### src/rtl/defines.sv
// defines: shared bus types, opcodes, fetch FSM encodings and immediate decoders for the core
package defines;
  typedef logic [31:0] InstAddrBus;
  typedef logic [31:0] InstBus;
  typedef logic [5:0] StallBus;
  localparam InstBus ZeroWord = 32'h0;
  localparam logic [6:0] OP_JAL = 7'b1101111;
  localparam logic [6:0] OP_BRANCH = 7'b1100011;
  typedef enum logic [1:0] {IDLE, MISS, DRAIN} fetch_state_t;
  function automatic InstAddrBus j_imm(input InstBus i);
    return {{12{i[31]}}, i[19:12], i[20], i[30:21], 1'b0};
  endfunction
  function automatic InstAddrBus b_imm(input InstBus i);
    return {{20{i[31]}}, i[7], i[30:25], i[11:8], 1'b0};
  endfunction
endpackage

### src/rtl/if_icache.sv
// if_icache: direct-mapped one-word-line instruction cache; arrays exist only when ICACHE_EN is defined
module if_icache import defines::*; #(
  parameter int ENTRIES = 128
) (
  input  logic        clk,
  input  logic        rst,
  input  logic [31:2] i_addr,
  input  logic        i_we,
  input  InstBus      i_wr_data,
  output logic        o_hit,
  output InstBus      o_data
);
`ifdef ICACHE_EN
  localparam int IW = $clog2(ENTRIES);
  logic [ENTRIES-1:0] r_valid;
  logic [29-IW:0] r_tag [ENTRIES];
  InstBus r_data [ENTRIES];
  logic [IW-1:0] w_idx;
  assign w_idx = i_addr[IW+1:2];
  assign o_hit = r_valid[w_idx] && r_tag[w_idx] == i_addr[31:IW+2];
  assign o_data = r_data[w_idx];
  always_ff @(posedge clk) begin
    if (rst) r_valid <= '0;
    else if (i_we) r_valid[w_idx] <= 1'b1;
  end
  always_ff @(posedge clk) begin
    if (i_we) begin
      r_tag[w_idx] <= i_addr[31:IW+2];
      r_data[w_idx] <= i_wr_data;
    end
  end
`else
  assign o_hit = 1'b0;
  assign o_data = ZeroWord;
`endif
endmodule

### src/rtl/if_fetch.sv
// if_fetch: IF stage with hold buffer, miss FSM and static branch prediction.
// The instruction cache is built only when ICACHE_EN is defined.
module if_fetch import defines::*; #(
  parameter int ICACHE_ENTRIES = 128
) (
  input  logic       clk,
  input  logic       rst,
  input  logic       rdy,
  input  StallBus    stall_sign,
  input  logic       ex_jump,
  input  InstAddrBus ex_jump_target,
  output logic       if_stall_req,
  output InstAddrBus if_pc,
  output InstBus     if_inst,
  output logic       if_taken,
  output logic       mem_rd_req,
  output InstAddrBus mem_rd_addr,
  input  InstBus     mem_rd_data,
  input  logic       mem_rd_done
);
  fetch_state_t r_state;
  InstAddrBus r_pc, w_next_pc;
  InstBus r_hold_inst, w_cache_data;
  logic r_hold_valid, w_hit, w_done, w_bypass, w_fill, w_avail, w_adv;
  // rdy low hides the completion pulse; the controller re-presents it later
  assign w_done = mem_rd_done && rdy;
  assign w_bypass = r_state == MISS && w_done;
  assign w_fill = w_bypass && !ex_jump;
  assign w_avail = r_hold_valid || w_hit || w_bypass;
  assign w_adv = w_avail && !stall_sign[0];
  if_icache #(.ENTRIES(ICACHE_ENTRIES)) u_icache (
    .clk(clk), .rst(rst), .i_addr(r_pc[31:2]), .i_we(w_fill),
    .i_wr_data(mem_rd_data), .o_hit(w_hit), .o_data(w_cache_data)
  );
  always_comb begin
    if_inst = r_hold_valid ? r_hold_inst : w_hit ? w_cache_data : w_bypass ? mem_rd_data : ZeroWord;
    if_taken = if_inst[6:0] == OP_JAL || (if_inst[6:0] == OP_BRANCH && if_inst[31]);
    w_next_pc = r_pc + (if_inst[6:0] == OP_JAL ? j_imm(if_inst) : if_taken ? b_imm(if_inst) : 32'd4);
  end
  assign if_stall_req = !w_avail;
  assign if_pc = r_pc;
  always_ff @(posedge clk) begin
    if (rst) begin
      r_pc <= ZeroWord;
      r_state <= IDLE;
      r_hold_valid <= 1'b0;
      r_hold_inst <= ZeroWord;
      mem_rd_req <= 1'b0;
      mem_rd_addr <= ZeroWord;
    end else if (rdy) begin
      if (ex_jump) r_pc <= ex_jump_target;
      else if (w_adv) r_pc <= w_next_pc;
      if (ex_jump || w_adv) r_hold_valid <= 1'b0;
      else if (w_fill) begin
        r_hold_valid <= 1'b1;
        r_hold_inst <= mem_rd_data;
      end
      case (r_state)
        IDLE: if (!w_avail && !ex_jump) begin
          mem_rd_req <= 1'b1;
          mem_rd_addr <= r_pc;
          r_state <= MISS;
        end
        MISS: if (w_done) begin
          mem_rd_req <= 1'b0;
          r_state <= IDLE;
        end else if (ex_jump) r_state <= DRAIN;
        DRAIN: if (w_done) begin
          mem_rd_req <= 1'b0;
          r_state <= IDLE;
        end
        default: r_state <= IDLE;
      endcase
    end
  end
endmodule

### config.mk
export PLATFORM = sky130hd
export DESIGN_NAME = if_fetch
export DESIGN_NICKNAME = d
export VERILOG_FILES = /design/src/rtl/defines.sv /design/src/rtl/if_icache.sv /design/src/rtl/if_fetch.sv
export SDC_FILE = /design/constraint.sdc
export NUM_CORES = 1
export LEC_CHECK = 0
export BUFFER_PORTS_ARGS = -buffer_cell sky130_fd_sc_hd__buf_2
export CAP_MARGIN = 0
export CORE_ASPECT_RATIO = 0.75
export CORE_UTILIZATION = 35
export CTS_BUF_LIST = sky130_fd_sc_hd__clkbuf_2
export DETAILED_ROUTE_END_ITERATION = 7
export PLACE_DENSITY = 0.58
export SYNTH_ARGS = -nofsm -noshare
export SYNTH_HDL_FRONTEND = slang
export SYNTH_SLANG_ARGS = --single-unit
### constraint.sdc
create_clock -name clk -period 10.26 [get_ports clk]
set_input_delay 0.513 -clock clk [delete_from_list [all_inputs] [get_ports clk]]
set_output_delay 0.513 -clock clk [all_outputs]
set_load 0.03 [all_outputs]
### Word-level counts from Yosys, hierarchy flattened

Index checks and enable logic that the tools add are counted.

| cells by class | value |
|---|---|
| $add $sub $neg | 1 |
| equal/unequal tests | 8 |
| multiplexer cells | 16 |
| bitwise logic cells | 1 |
| reductions and logical operators | 23 |

Operators by type and width:

| kind | count |
|---|---|
| two-way mux 32 bit | 6 |
| adder 32 bit | 1 |
| == test 7 bit (second input constant) | 2 |
| two-way mux 2 bit | 4 |
| AND reduction 4 bit | 2 |
| logical AND 1 bit | 6 |
| case mux 2 bit (3 select lines) | 1 |
| AND reduction 3 bit | 2 |
| nonzero test 2 bit | 3 |
| two-way mux 1 bit | 4 |
| inequality test 2 bit (second input constant) | 2 |
| AND reduction 2 bit | 2 |
| logical NOT 1 bit | 3 |
| logical OR 1 bit | 3 |
| inequality test 3 bit (second input constant) | 1 |
| == test 2 x 1 -> 1 bit (second input constant) | 1 |
| == test 2 bit (second input constant) | 1 |
| logical NOT 2 bit | 1 |
| inequality test 2 x 1 -> 1 bit (second input constant) | 1 |
| case mux 1 bit (2 select lines) | 1 |
| OR reduction 2 bit | 1 |
| NOT 1 bit | 1 |

| storage, ports and cells | value |
|---|---|
| register bits after elaboration | 100 |
| logic and storage cells | 55 |

### Longest topological paths before layout

Gate-level depths: netlist (run 1).

| logic depth | value |
|---|---|
| depth in word-level cells | 12 |
| mapped depth | 20 |
| mapped depth without buffers | 17 |

### Hierarchy

A second synthesis (run 1) with hierarchy kept.

| second synthesis, totals | value |
|---|---|
| cells, all modules | 940 |
| area, all modules | 6658.9 um2 |

Modules (own cells, without submodules):

| module | times used | cells an instance | area an instance (um2) |
|---|---|---|---|
| if_fetch | 1 | 906 | 6407.4 |
| if_icache | 1 | 34 | 251.5 |

### Worst setup path after synthesis (run 1)

OpenSTA, ideal clock, no wires.

| timing | value |
|---|---|
| kind | reg-to-reg |
| start point | register r_state[1] |
| end point | register r_pc[15] (netlist: if_pc[15]) |
| setup time | 0.132 ns |
| arrival time | 3.971 ns |
| path slack | 6.157 ns |
| stages on the path, launching flop included | 19 |
| buffers on the path | 2 |
| cells stage by stage | dfxtp_1 > inv_1 > ha_1 > buf_2 > nand4_1 > o21ai_1 > and3_1 > buf_2 > nand2_1 > o22a_1 > fa_1 > a21o_1 > a221oi_2 > o31ai_4 > a31o_2 > a21o_1 > a21oi_2 > xor2_1 > o22ai_1 |

| on the way | value |
|---|---|
| longest elaborated chain between the ends | 12 |
| elaborated cells on any way between the ends | 17 |
| those cells by class | add/sub: 1; eq/ne: 3; mux: 6; reduce/logical: 7 |

Ends and longest elaborated chain:

| element | RTL line | source |
|---|---|---|
| from (decl) | if_fetch.sv:21 | `fetch_state_t r_state;` |
| from (signal assigned) | if_fetch.sv:45 | `r_state <= IDLE;` |
| from (signal assigned) | if_fetch.sv:62 | `r_state <= MISS;` |
| from (signal assigned) | if_fetch.sv:66 | `r_state <= IDLE;` |
| == test 2 x 1 -> 1 bit (*) | if_fetch.sv:27 | `assign w_bypass = r_state == MISS && w_done;` |
| logical AND 1 bit (*) | if_fetch.sv:27 |  |
| two-way mux 32 bit (*) (2 in a row) | if_fetch.sv:36 | `if_inst = r_hold_valid ? r_hold_inst : w_hit ? w_cache_data : w_bypass ? mem_rd_data : ZeroWord;` |
| net if_inst[6] | if_fetch.sv:14 | `output InstBus if_inst,` |
| == test 7 bit | if_fetch.sv:37 | `if_taken = if_inst[6:0] == OP_JAL \|\| (if_inst[6:0] == OP_BRANCH && if_inst[31]);` |
| logical AND 1 bit | if_fetch.sv:37 |  |
| logical OR 1 bit | if_fetch.sv:37 |  |
| two-way mux 32 bit | if_fetch.sv:38 | `w_next_pc = r_pc + (if_inst[6:0] == OP_JAL ? j_imm(if_inst) : if_taken ? b_imm(if_inst) : 32'd4);` |
| two-way mux 32 bit (*) | if_fetch.sv:38 |  |
| adder 32 bit (*) | if_fetch.sv:38 |  |
| two-way mux 32 bit (*) | if_fetch.sv:52 | `else if (w_adv) r_pc <= w_next_pc;` |
| two-way mux 32 bit (*) | if_fetch.sv:51 | `if (ex_jump) r_pc <= ex_jump_target;` |
| to (signal assigned) | if_fetch.sv:44 | `r_pc <= ZeroWord;` |
| to (signal assigned) | if_fetch.sv:51 |  |
| to (signal assigned) | if_fetch.sv:52 |  |
| to (decl) | if_fetch.sv:22 | `InstAddrBus r_pc, w_next_pc;` |

The timed path passes the listed nets; every way through them passes the cells marked *. The select of a mux whose other input is x is not followed.
A chain may end at the register's enable or synchronous reset.

### Worst setup path after layout (run 1)

| timing | value |
|---|---|
| start point | register r_hold_valid |
| end point | register r_pc[31] (netlist: if_pc[31]) |

| on the way | value |
|---|---|
| longest elaborated chain between the ends | 9 |
| elaborated cells on any way between the ends | 14 |
| those cells by class | add/sub: 1; eq/ne: 2; mux: 5; reduce/logical: 6 |

Ends and longest elaborated chain:

| element | RTL line | source |
|---|---|---|
| from (decl) | if_fetch.sv:24 | `logic r_hold_valid, w_hit, w_done, w_bypass, w_fill, w_avail, w_adv;` |
| from (signal assigned) | if_fetch.sv:46 | `r_hold_valid <= 1'b0;` |
| from (signal assigned) | if_fetch.sv:53 | `if (ex_jump \|\| w_adv) r_hold_valid <= 1'b0;` |
| from (signal assigned) | if_fetch.sv:55 | `r_hold_valid <= 1'b1;` |
| two-way mux 32 bit | if_fetch.sv:36 |  |
| == test 7 bit | if_fetch.sv:37 |  |
| logical AND 1 bit | if_fetch.sv:37 |  |
| logical OR 1 bit | if_fetch.sv:37 |  |
| two-way mux 32 bit (2 in a row) | if_fetch.sv:38 |  |
| adder 32 bit | if_fetch.sv:38 |  |
| two-way mux 32 bit | if_fetch.sv:52 |  |
| two-way mux 32 bit | if_fetch.sv:51 |  |

Parallel ways exist; a longest one is shown, timed or not. The select of a mux whose other input is x is not followed.

==> results of run 1 <==
==> worst max path at each step <==
stage,start,to,cells after the start,slack (ns)
2_1_floorplan,r_state[1],if_pc[15],18,6.16
3_3_place_gp,rdy,if_pc[31],16,5.65
3_5_place_dp,rdy,if_pc[15],16,5.68
4_1_cts,r_hold_valid,if_pc[31],16,5.66
5_1_grt,r_state[1],if_pc[31],17,5.18
6_report,r_hold_valid,if_pc[31],16,5.58
==> cells in the mapped netlist, drive strengths merged, types with 9 or more instances <==
master and instances:
nand4 9, a21oi 109, a211oi 9, a22oi 13, inv 9, o21a 14, o21ai 44, buf 9
a22o 28, nor2 35, clkbuf 41, a21o 15, xnor2 20, nand2 174, ha 34, dfxtp 100
==> flip-flops by register name, indices dropped and copies added, names as in the netlist <==
name and flops:
mem_rd_req 1, mem_rd_addr 32, r_hold_inst 32, if_pc 32, r_hold_valid 1, r_state 2
==> where the power goes <==
part	switching (W)	internal, W
clock network	0.000159	0.0000390
registers	0.0000168	0.000403
logic	0.0000884	0.0000456
==> area by class of cell <==
class                           instances  area share, %
Clock buffer                            9          0.637
Clock inverter                          7          0.973
Inverter                               10          0.531
Multi-Input combinational cell        606           52.5
Sequential cell                       100           28.3
Tap cell                              210           3.71
Timing Repair Buffer                  180           13.4
==> worst register-to-register path, stage by stage (launching register included) <==
cell,delay [ns]
dfxtp_1,0.38
buf_4,0.40
and4b_1,0.27
buf_4,0.24
a22o_1,0.26
nor2_2,0.28
o21ai_2,0.19
a21oi_2,0.60
ha_1,0.42
a21oi_1,0.45
nand2_1,0.10
a21o_1,0.20
a21oi_1,0.21
nor4b_1,0.09
a21oi_1,0.27
xnor2_1,0.16
o21ai_1,0.07
==> cell usage in the layout (no fill, tap or decap), types with 6 or more instances in the layout <==
cell,netlist,final
a22o_1,28,28
dfxtp_1,100,100
nand4_1,9,9
a21oi_1,106,106
xor2_1,7,7
xnor2_1,20,20
inv_1,9,9
o21ai_0,29,29
o21ai_1,13,13
ha_1,34,34
o21a_1,14,14
nor2_1,34,34
nor2b_1,7,7
a211oi_1,9,9
a22oi_1,13,13
buf_2,6,168
and3_1,6,6
o211ai_1,6,6
a21o_1,15,15
mux2i_1,7,7
clkbuf_2,0,9
nand2_1,174,174
dlygate4sd3_1,0,6
buf_4,0,6
==> cell families (layout without fill, tap and decap cells) <==
logic type / Yosys count / count (layout) / share of synthesized area [%]
adder cells (fa/ha/maj): 35 / 35 / 7.51
AND/OR/NAND/NOR: 265 / 265 / 19.4
flip-flops: 100 / 100 / 33.7
AO/OA/AOI/OAI: 272 / 272 / 30.3
buffers and inverters: 60 / 206 / 3.92
multiplexers: 7 / 7 / 1.18
XOR/XNOR: 27 / 27 / 3.98
==> routing by layer <==
metal	GRT usage [%]	up-vias	part of all wire [%]
li1	-	3044	-
met1	34.5	2751	54
met2	29.3	183	38
met3	5.43	10	6.8
met4	4.56	0	0.70
met5	0	-	0
==> metrics by stage <==
stage / power, W / hold WS, ns
after floorplan: 0.000506 / 0.436
after global placement: 0.000558 / 0.440
after detailed placement: 0.000558 / 0.445
after CTS: 0.000756 / 0.00714
after global routing: 0.000789 / 0.000235
final: 0.000752 / 0.0471
==> results.yml, run 1 <==
outcome:
  violations: "DRC"
  run_status: "finished, violations left"
clock_tree:
  clk_pin_slew_ns: 0.32
  clk_latency_ns: 0.66
  cts_root_buf: "clkbuf_2"
  cts_resized: 0
  cts_hold_buffers: 0
  cts_max_level: 3
  cts_buffer_depth: 2
  cts_tree: "done"
  post_cts_buffers: 0
  cts_buffers: 9
  cts_sinks: 100
floorplanning:
  dieArea_um2: 17500
  initial_core_util_pct: 36.4
  die_y_um: 115
  row_count: 40
  core_um2: 16300
  pin_count: 174
  dieWidth_um: 152
critical_path:
  critPathRequiredTime_ns: 10.83
  arrival_ns: 5.25
  slowest_delay_ns: 0.60
  start_kind: "flop"
  rr_startpoint: "r_hold_valid"
  worstReg2RegEnd: "if_pc[31]"
  slowest_stage: "a21oi_2"
  crit_type: "reg2reg"
  end_kind: "flop"
  ff2ff_setup_slack_ns: 5.58
  cp_top_family: "compound AO/OA/AOI/OAI gates"
  cp_common_cell: "a21oi_1"
  reg2regPathDepth: 16
  path_cells: "buf_4 > and4b_1 > buf_4 > a22o_1 > nor2_2 > o21ai_2 > a21oi_2 > ha_1 > a21oi_1 > nand2_1 > a21o_1 > a21oi_1 > nor4b_1 > a21oi_1 > xnor2_1 > o21ai_1"
  cp_max_fo: 44
  cp_num_buf_inv: 2
detailed_routing:
  ant_nets: 0
  wl_per_cell_um: 17.1
  drt_iter0_drc: 446
  route.detailed.drc: 13
  via_per_inst: 5.34
  wl_um: 19200
  first_pass_iters: 7
  vias: 5988
timing:
  setup_viol: 0
  period_needed_ns: 4.68
  tns_ns: 0
  worst_pin_slew_ns: 1.09
  timing.fmax_mhz: 214
  rsz0062_at_grt: "false"
  slew_headroom_pct: 27.3
  fin_crit_sh_pct: 45.6
  skew_ns: 0.0438
  setup_slack_ns: 5.58
  finalHoldViolations: 0
  slew_viol_final: 0
power_and_ir_drop:
  power.leakage_nw: 3.07
  ir_drop_uv: 47.3
  p_per_area_nw_per_um2: 106
flow_run:
  cap_violations: 0
global_routing:
  grt_overflow_total: 0
  grt_pass1_wl_um: 30100
  grt_pass1_vias: 5360
  grt_antenna_before_repair: 0
  grt_max_degree: 90
  track_usage_pct: 22.0
logic_synthesis:
  avgSynthCellArea_um2: 7.75
  synth_edf_count: 0
  ys_seq_area_share_pct: 33.7
  synth_top_area_share_pct: 33.7
  syn_inst: 766
  synth_nets: 876
  ys_warn_count: 0
  synth_top_flop_cell: "dfxtp_1"
  ys_ff_latch: 100
  synth_top_cell_by_area: "dfxtp_1"
  synth_cell_types: 63
  synth.area.top_cells: "dfxtp_1 34%, nand2_1 11%, a21oi_1 8.9%"
  async_flop_share_pct: 0
  syn_area_um2: 5930
final_layout:
  fillCellCount: 1718
  stdcell_area_um2: 7070
  nets: 1017
  seq_area_um2: 2000
  fin_cells: 1122
  antenna_cells: 0
  area_growth_pct: 19.2
  utilization_pct: 43.4
  drive_gt1_share_pct: 22.8
  multi_input_area_um2: 3710
worst_hold_path:
  min_path_type: "in2reg"
  min_from: "mem_rd_data[28]"
  hold_end: "r_hold_inst[28]"
  min_path_cells: 3
placement:
  place_ws_ns: 5.68
  place_area_um2: 6900
  gp_congestion: 0.908
  port_buffers: 168
  post-place-cells: 1100
  dp_hpwl_um: 14300
No activity file was read; power rests on OpenSTA's default activity.
==> inputs of run 2 (changes only) <==
- ABC_AREA: not set -> 1
- PLACE_DENSITY: 0.58 -> 0.57
- clock period: 10.26 -> 4.7 ns (I/O delays scaled with it)
==> run 2 against run 1 <==
  * The flow now finishes without violations
  * Sequential power is 120% higher
  * Critical path type unchanged
  * Largest power group unchanged
  * Sequential share of layout area is 4.3 points lower
  * Largest cell class unchanged
  * Utilization is 3.2 points higher
==> results.yml, run 2 <==
floorplanning:
  initial_core_util_pct: 36.3
  die_y_um: 120
  pin_count: 174
  core_um2: 17900
  dieWidth_um: 159
  row_count: 42
  dieArea_um2: 19200
power_and_ir_drop:
  internal-power_w: 0.00115
  swShare_pct: 37.4
  power.leakage_nw: 4.20
  ir_drop_uv: 126
  p_comb_share_pct: 25.7
  switching_power_w: 0.000689
  clkPwrFrac_pct: 23.1
  p_per_area_nw_per_um2: 220
  seq_power_share_pct: 51.2
timing:
  rsz0062_at_grt: "false"
  tns_ns: 0
  timing.fmax_mhz: 245
  finalHoldViolations: 0
  period_needed_ns: 4.08
  setup_viol: 0
  slew_viol_final: 0
  worst_pin_slew_ns: 1.11
  skew_ns: 0.0404
  slew_headroom_pct: 26.0
  fin_crit_sh_pct: 86.9
clock_tree:
  cts_resized: 0
  clk_latency_ns: 0.68
  cts_tree: "done"
  cts_sinks: 100
  cts_hold_buffers: 71
  cts_buffers: 9
  post_cts_buffers: 0
  cts_root_buf: "clkbuf_2"
  cts_buffer_depth: 2
  cts_max_level: 3
  clk_pin_slew_ns: 0.33
global_routing:
  use_met1_pct: 36.1
  grt_max_degree: 46
  grt-busiest-layer: "met1"
  track_usage_pct: 24.2
  grt_pass1_vias: 6843
  grt_util_met3_pct: 5.77
  grt_overflow_total: 0
  grt_pass1_wl_um: 36600
  use_met2_pct: 34.7
  grt_antenna_before_repair: 0
critical_path:
  path_cells: "buf_4 > nor2_1 > nor2_1 > inv_1 > nand2_1 > nor2_1 > nand2_1 > nand2_1 > o21ai_0 > ha_1 > or2_2 > nand3b_1 > nand2_1 > nand2_1 > nand3_1 > a21oi_1 > inv_1 > nand2_1 > nand3_1 > a21oi_1"
  cp_max_fo: 33
  cp_num_buf_inv: 3
  end_kind: "flop"
  slowest_delay_ns: 0.45
  cp_common_cell: "nand2_1"
  slowest_stage: "dfxtp_1"
  crit_type: "reg2reg"
  start_kind: "flop"
  cp_top_family: "simple AND/OR/NAND/NOR gates"
  arrival_ns: 4.69
  critPathRequiredTime_ns: 5.31
final_layout:
  drive_gt1_share_pct: 17.3
  fillCellCount: 1900
  utilization_pct: 46.6
  antenna_cells: 0
  area_growth_pct: 28.2
  final_cell_mix: "244 x nand2_1, 201 x nor2_1, 168 x buf_2"
  final_common_cell: "nand2_1"
  nets: 1363
logic_synthesis:
  synth.top_cells.by_count: "244 x nand2_1, 201 x nor2_1, 141 x o21ai_0, 100 x dfxtp_1, 75 x a21oi_1"
  ys_seq_area_share_pct: 30.7
  synth_top_cell_by_area: "dfxtp_1"
  syn_area_um2: 6510
  syn_inst: 1036
  synth.most_common_cell: "nand2_1"
  avgSynthCellArea_um2: 6.28
  ys_ff_latch: 100
  ys_warn_count: 0
  synth.area.top_cells: "dfxtp_1 31%, nand2_1 14%, nor2_1 12%"
  synth_edf_count: 0
  synth_cell_types: 39
  synth_top_area_share_pct: 30.7
  async_flop_share_pct: 0
  synth_top_flop_cell: "dfxtp_1"
  synth_nets: 1146
detailed_routing:
  wl_per_cell_um: 15.4
  vias: 7584
  drt_iter0_drc: 597
  ant_nets: 0
  route.detailed.drc: 0
  first_pass_iters: 7
  wl_um: 23100
  via_per_inst: 5.06
placement:
  port_buffers: 168
  dp_hpwl_um: 16900
  gp_congestion: 0.906
flow_run:
  cap_violations: 0
worst_hold_path:
  min_path_type: "in2reg"
outcome:
  run_status: "complete, no violations"
[run 2: cell count changes after synthesis, sizes merged, moves of 8 or more]
cell / delta
a22oi: -13
o21a: -12
nand2: +73
xnor2: -18
a22o: -28
clkbuf: -8
a21oi: -34
inv: +53
nor2: +169
o21ai: +98
nand3: +56
a21o: -10
[run 2: routing by layer]
metal  share of wire (%)  up-vias
li1                    -     3840
met1                  51     3451
met2                  40      266
met3                 7.2       27
met4                 1.4        0
met5                   0        -
[run 2: logic make-up (layout without fill, tap and decap cells)]
kind of cell               Yosys count  count (layout)  synth area share, %
AOI/OAI and AO/OA                  239             239                 19.2
xor gates and xnor gates             9               9                 1.21
adders and majority gates           35              35                 6.84
buffers and inverters              109             331                 7.03
DFF                                100             100                 30.7
and+or+nand+nor                    544             544                 35.0
[run 2: worst paths after layout]
check	cells past startpoint	from	slack (ns)	end
worst max-delay path	20	r_hold_valid	0.62	if_pc[19]
worst min-delay path	3	ex_jump	0.04	if_pc[2]
worst max register to register	20	r_hold_valid	0.62	if_pc[19]
worst min register to register	2	mem_rd_addr[9]	0.50	mem_rd_addr[9]
[run 2: metrics by stage]
stage / power (W) / area [um^2] / cells / setup slack (ns) / hold slack [ns]
floorplan: 0.00123 / 6510 / 1036 / 1.32 / 0.304
detailed placement: 0.00138 / 7530 / 1413 / 0.825 / 0.468
global placement: 0.00137 / 7530 / 1413 / 0.847 / 0.457
finish: 0.00184 / 8350 / 1500 / 0.617 / 0.0408
CTS: 0.00185 / 8350 / 1500 / 0.752 / 0.00386
global route: 0.00194 / 8350 / 1500 / 0.266 / 0.00342
[run 2: power by group through the flow]
stage          Sequential (W)  Combinational, W  Clock, W
6_report             0.000942          0.000472  0.000425
2_1_floorplan         0.00103          0.000197         0
3_5_place_dp         0.000956          0.000421         0
5_1_grt              0.000950          0.000515  0.000477
3_3_place_gp         0.000955          0.000420         0
4_1_cts              0.000941          0.000469  0.000439
[run 2: final cells by class]
type / count / area [um^2] / area share, %
multi-input combinational: 827 / 4050 / 48.5
sequential: 100 / 2000 / 24.0
timing repair buffer: 251 / 1640 / 19.7
tap: 242 / 303 / 3.63
inverter: 64 / 243 / 2.91
clock inverter: 7 / 60.1 / 0.720
clock buffer: 9 / 45.0 / 0.540
[run 2: worst register-to-register path: cells and delay by family, from the launching register on]
kind / cells / cell delay [ns]
adder cells (fa/ha/maj): 1 / 0.38
AO/OA/AOI/OAI: 3 / 0.87
buffers and inverters: 3 / 0.54
flip-flops: 1 / 0.45
AND/OR/NAND/NOR: 13 / 1.80
==> inputs of run 3 (changes only) <==
- PLACE_DENSITY: 0.57 -> 0.59
- clock period: 4.7 -> 3.6 ns (I/O delays scaled with it)
==> run 3 against run 2 <==
  * Register-to-register slack got worse by 0.39 ns
  * Power increased by 35%
  * Routed wire length increased by 3.0%
  * Highest routed layer unchanged
  * Clock power increased by 44%
==> results.yml, run 3 (synthesized netlist as in run 2, its figures left out) <==
final_layout:
  fillCellCount: 1893
  area_growth_pct: 34.1
  fin_cells: 1525
  final_common_cell: "nand2_1"
  drive_gt1_share_pct: 22.2
  final_cell_mix: "236 x nand2_1, 194 x nor2_1, 168 x buf_2"
  stdcell_area_um2: 8730
  multi_input_area_um2: 4200
  seq_area_um2: 2000
  antenna_cells: 0
  nets: 1388
placement:
  gp_congestion: 0.931
  place_area_um2: 7690
  place_ws_ns: 0.0523
  post-place-cells: 1433
  dp_hpwl_um: 17500
  port_buffers: 168
critical_path:
  cp_top_family: "simple AND/OR/NAND/NOR gates"
  path_cells: "inv_2 > ha_4 > nand3_4 > nand2_4 > nand2_2 > nor2_4 > buf_4 > nand3_4 > nand2_8 > clkinvlp_4 > nor2_1 > ha_1 > buf_4 > nand2_1 > nand2_1 > o21bai_1 > inv_1 > o21ai_0 > nand3_1 > nand3_1 > nand2_1 > nand3_1 > nand2_1 > nand2_1"
  slowest_delay_ns: 0.41
  cp_num_buf_inv: 5
  slowest_stage: "dfxtp_2"
  cp_max_fo: 9
  critPathRequiredTime_ns: 4.18
  start_kind: "flop"
  end_kind: "flop"
  arrival_ns: 3.96
  crit_type: "reg2reg"
  cp_common_cell: "nand2_1"
clock_tree:
  cts_tree: "done"
  clk_latency_ns: 0.64
  cts_buffer_depth: 2
  cts_max_level: 3
  cts_buffers: 9
  clk_pin_slew_ns: 0.31
  cts_sinks: 100
  cts_root_buf: "clkbuf_2"
detailed_routing:
  route.detailed.drc: 0
  ant_nets: 0
  wl_per_cell_um: 15.6
  via_per_inst: 5.07
  first_pass_iters: 5
  drt_iter0_drc: 724
  vias: 7725
  wl_um: 23800
floorplanning:
  pin_count: 174
  initial_core_util_pct: 36.3
  die_y_um: 120
  dieWidth_um: 159
  row_count: 42
  dieArea_um2: 19200
  core_um2: 17900
timing:
  setup_viol: 0
  timing.fmax_mhz: 297
  setup_slack_ns: 0.229
  slew_viol_final: 0
  skew_ns: 0.0147
  worst_pin_slew_ns: 1.08
  period_needed_ns: 3.37
  fin_crit_sh_pct: 93.6
  rsz0062_at_grt: "true"
  whs_ns: 0.0613
  slew_headroom_pct: 28.0
  finalHoldViolations: 0
  tns_ns: 0
power_and_ir_drop:
  power.leakage_nw: 4.36
  p_per_area_nw_per_um2: 285
  ir_drop_uv: 196
global_routing:
  grt_antenna_before_repair: 0
  track_usage_pct: 24.6
  grt_pass1_vias: 7080
  grt_max_degree: 43
  grt_overflow_total: 0
  grt_pass1_wl_um: 37200
flow_run:
  cap_violations: 0
worst_hold_path:
  min_path_type: "in2reg"
outcome:
  run_status: "complete, no violations"
## run 3: cell count changes in the layout (fill, tap and decap cells not counted), moves of 4 or more
cell,previous run,this run
nor2_1,201,194
o21ai_0,141,135
a21oi_2,0,13
buf_4,12,34
nor2_2,1,8
a21oi_1,75,62
ha_2,0,4
nand2_1,244,236
o21ai_1,0,5
ha_1,34,29
nand2_2,0,7
## run 3: path summary, 6_finish.rpt
kind	startpoint	to	slack [ns]	cells past startpoint
setup / recovery	r_state[1]	if_pc[25]	0.23	24
setup reg to reg	r_state[1]	if_pc[25]	0.23	24
hold reg to reg	mem_rd_addr[28]	mem_rd_addr[28]	0.51	2
hold / removal	ex_jump	if_pc[1]	0.06	3
## run 3: power by group
part / switching, W / internal, W / leakage [nW] / total, W
clock: 0.000444 / 0.000170 / 0.0671 / 0.000614
combinational: 0.000404 / 0.000236 / 3.48 / 0.000640
sequential: 0.0000536 / 0.00118 / 0.817 / 0.00123
## run 3: layout make-up
| cell class | instances | area share (%) |
|---|---|---|
| clock buffers | 9 | 0.516 |
| clock inverters | 7 | 0.931 |
| inverters | 64 | 2.82 |
| multi-input cells | 827 | 48.2 |
| flip-flops and latches | 100 | 23.0 |
| well taps | 242 | 3.47 |
| repair buffers | 276 | 21.2 |
## run 3: repair_timing
action	in CTS	in global routing
endpoints found under the setup margin	0	22
hold endpoints to repair	67	1
resized for setup	0	53
hold buffers	72	1
buffers inserted	0	3
## run 3: routing by layer
| layer | track usage, % | share of wire (%) | vias up |
|---|---|---|---|
| li1 | - | - | 3890 |
| met1 | 36.6 | 50 | 3516 |
| met2 | 36.5 | 41 | 299 |
| met3 | 4.60 | 7.6 | 20 |
| met4 | 4.75 | 0.95 | 0 |
| met5 | 0 | 0 | - |
## run 3: worst register-to-register path: stages (launching register included)
cell        delay, ns
dfxtp_2          0.41
inv_2            0.08
ha_4             0.16
nand3_4          0.09
nand2_4          0.14
nand2_2          0.09
nor2_4           0.14
buf_4            0.15
nand3_4          0.14
nand2_8          0.15
clkinvlp_4       0.17
nor2_1           0.13
ha_1             0.28
buf_4            0.17
nand2_1          0.05
nand2_1          0.07
o21bai_1         0.20
inv_1            0.10
o21ai_0          0.10
nand3_1          0.18
nand3_1          0.10
nand2_1          0.07
nand3_1          0.06
nand2_1          0.07
nand2_1          0.04
## run 3: per-stage QoR
| stage | total power, W | util [%] |
|---|---|---|
| 3_3_place_gp | 0.00180 | 42.9 |
| 4_1_cts | 0.00248 | 47.7 |
| 2_1_floorplan | 0.00160 | - |
| 3_5_place_dp | 0.00181 | 42.9 |
| 6_report | 0.00248 | 48.7 |
| 5_1_grt | 0.00261 | 48.7 |
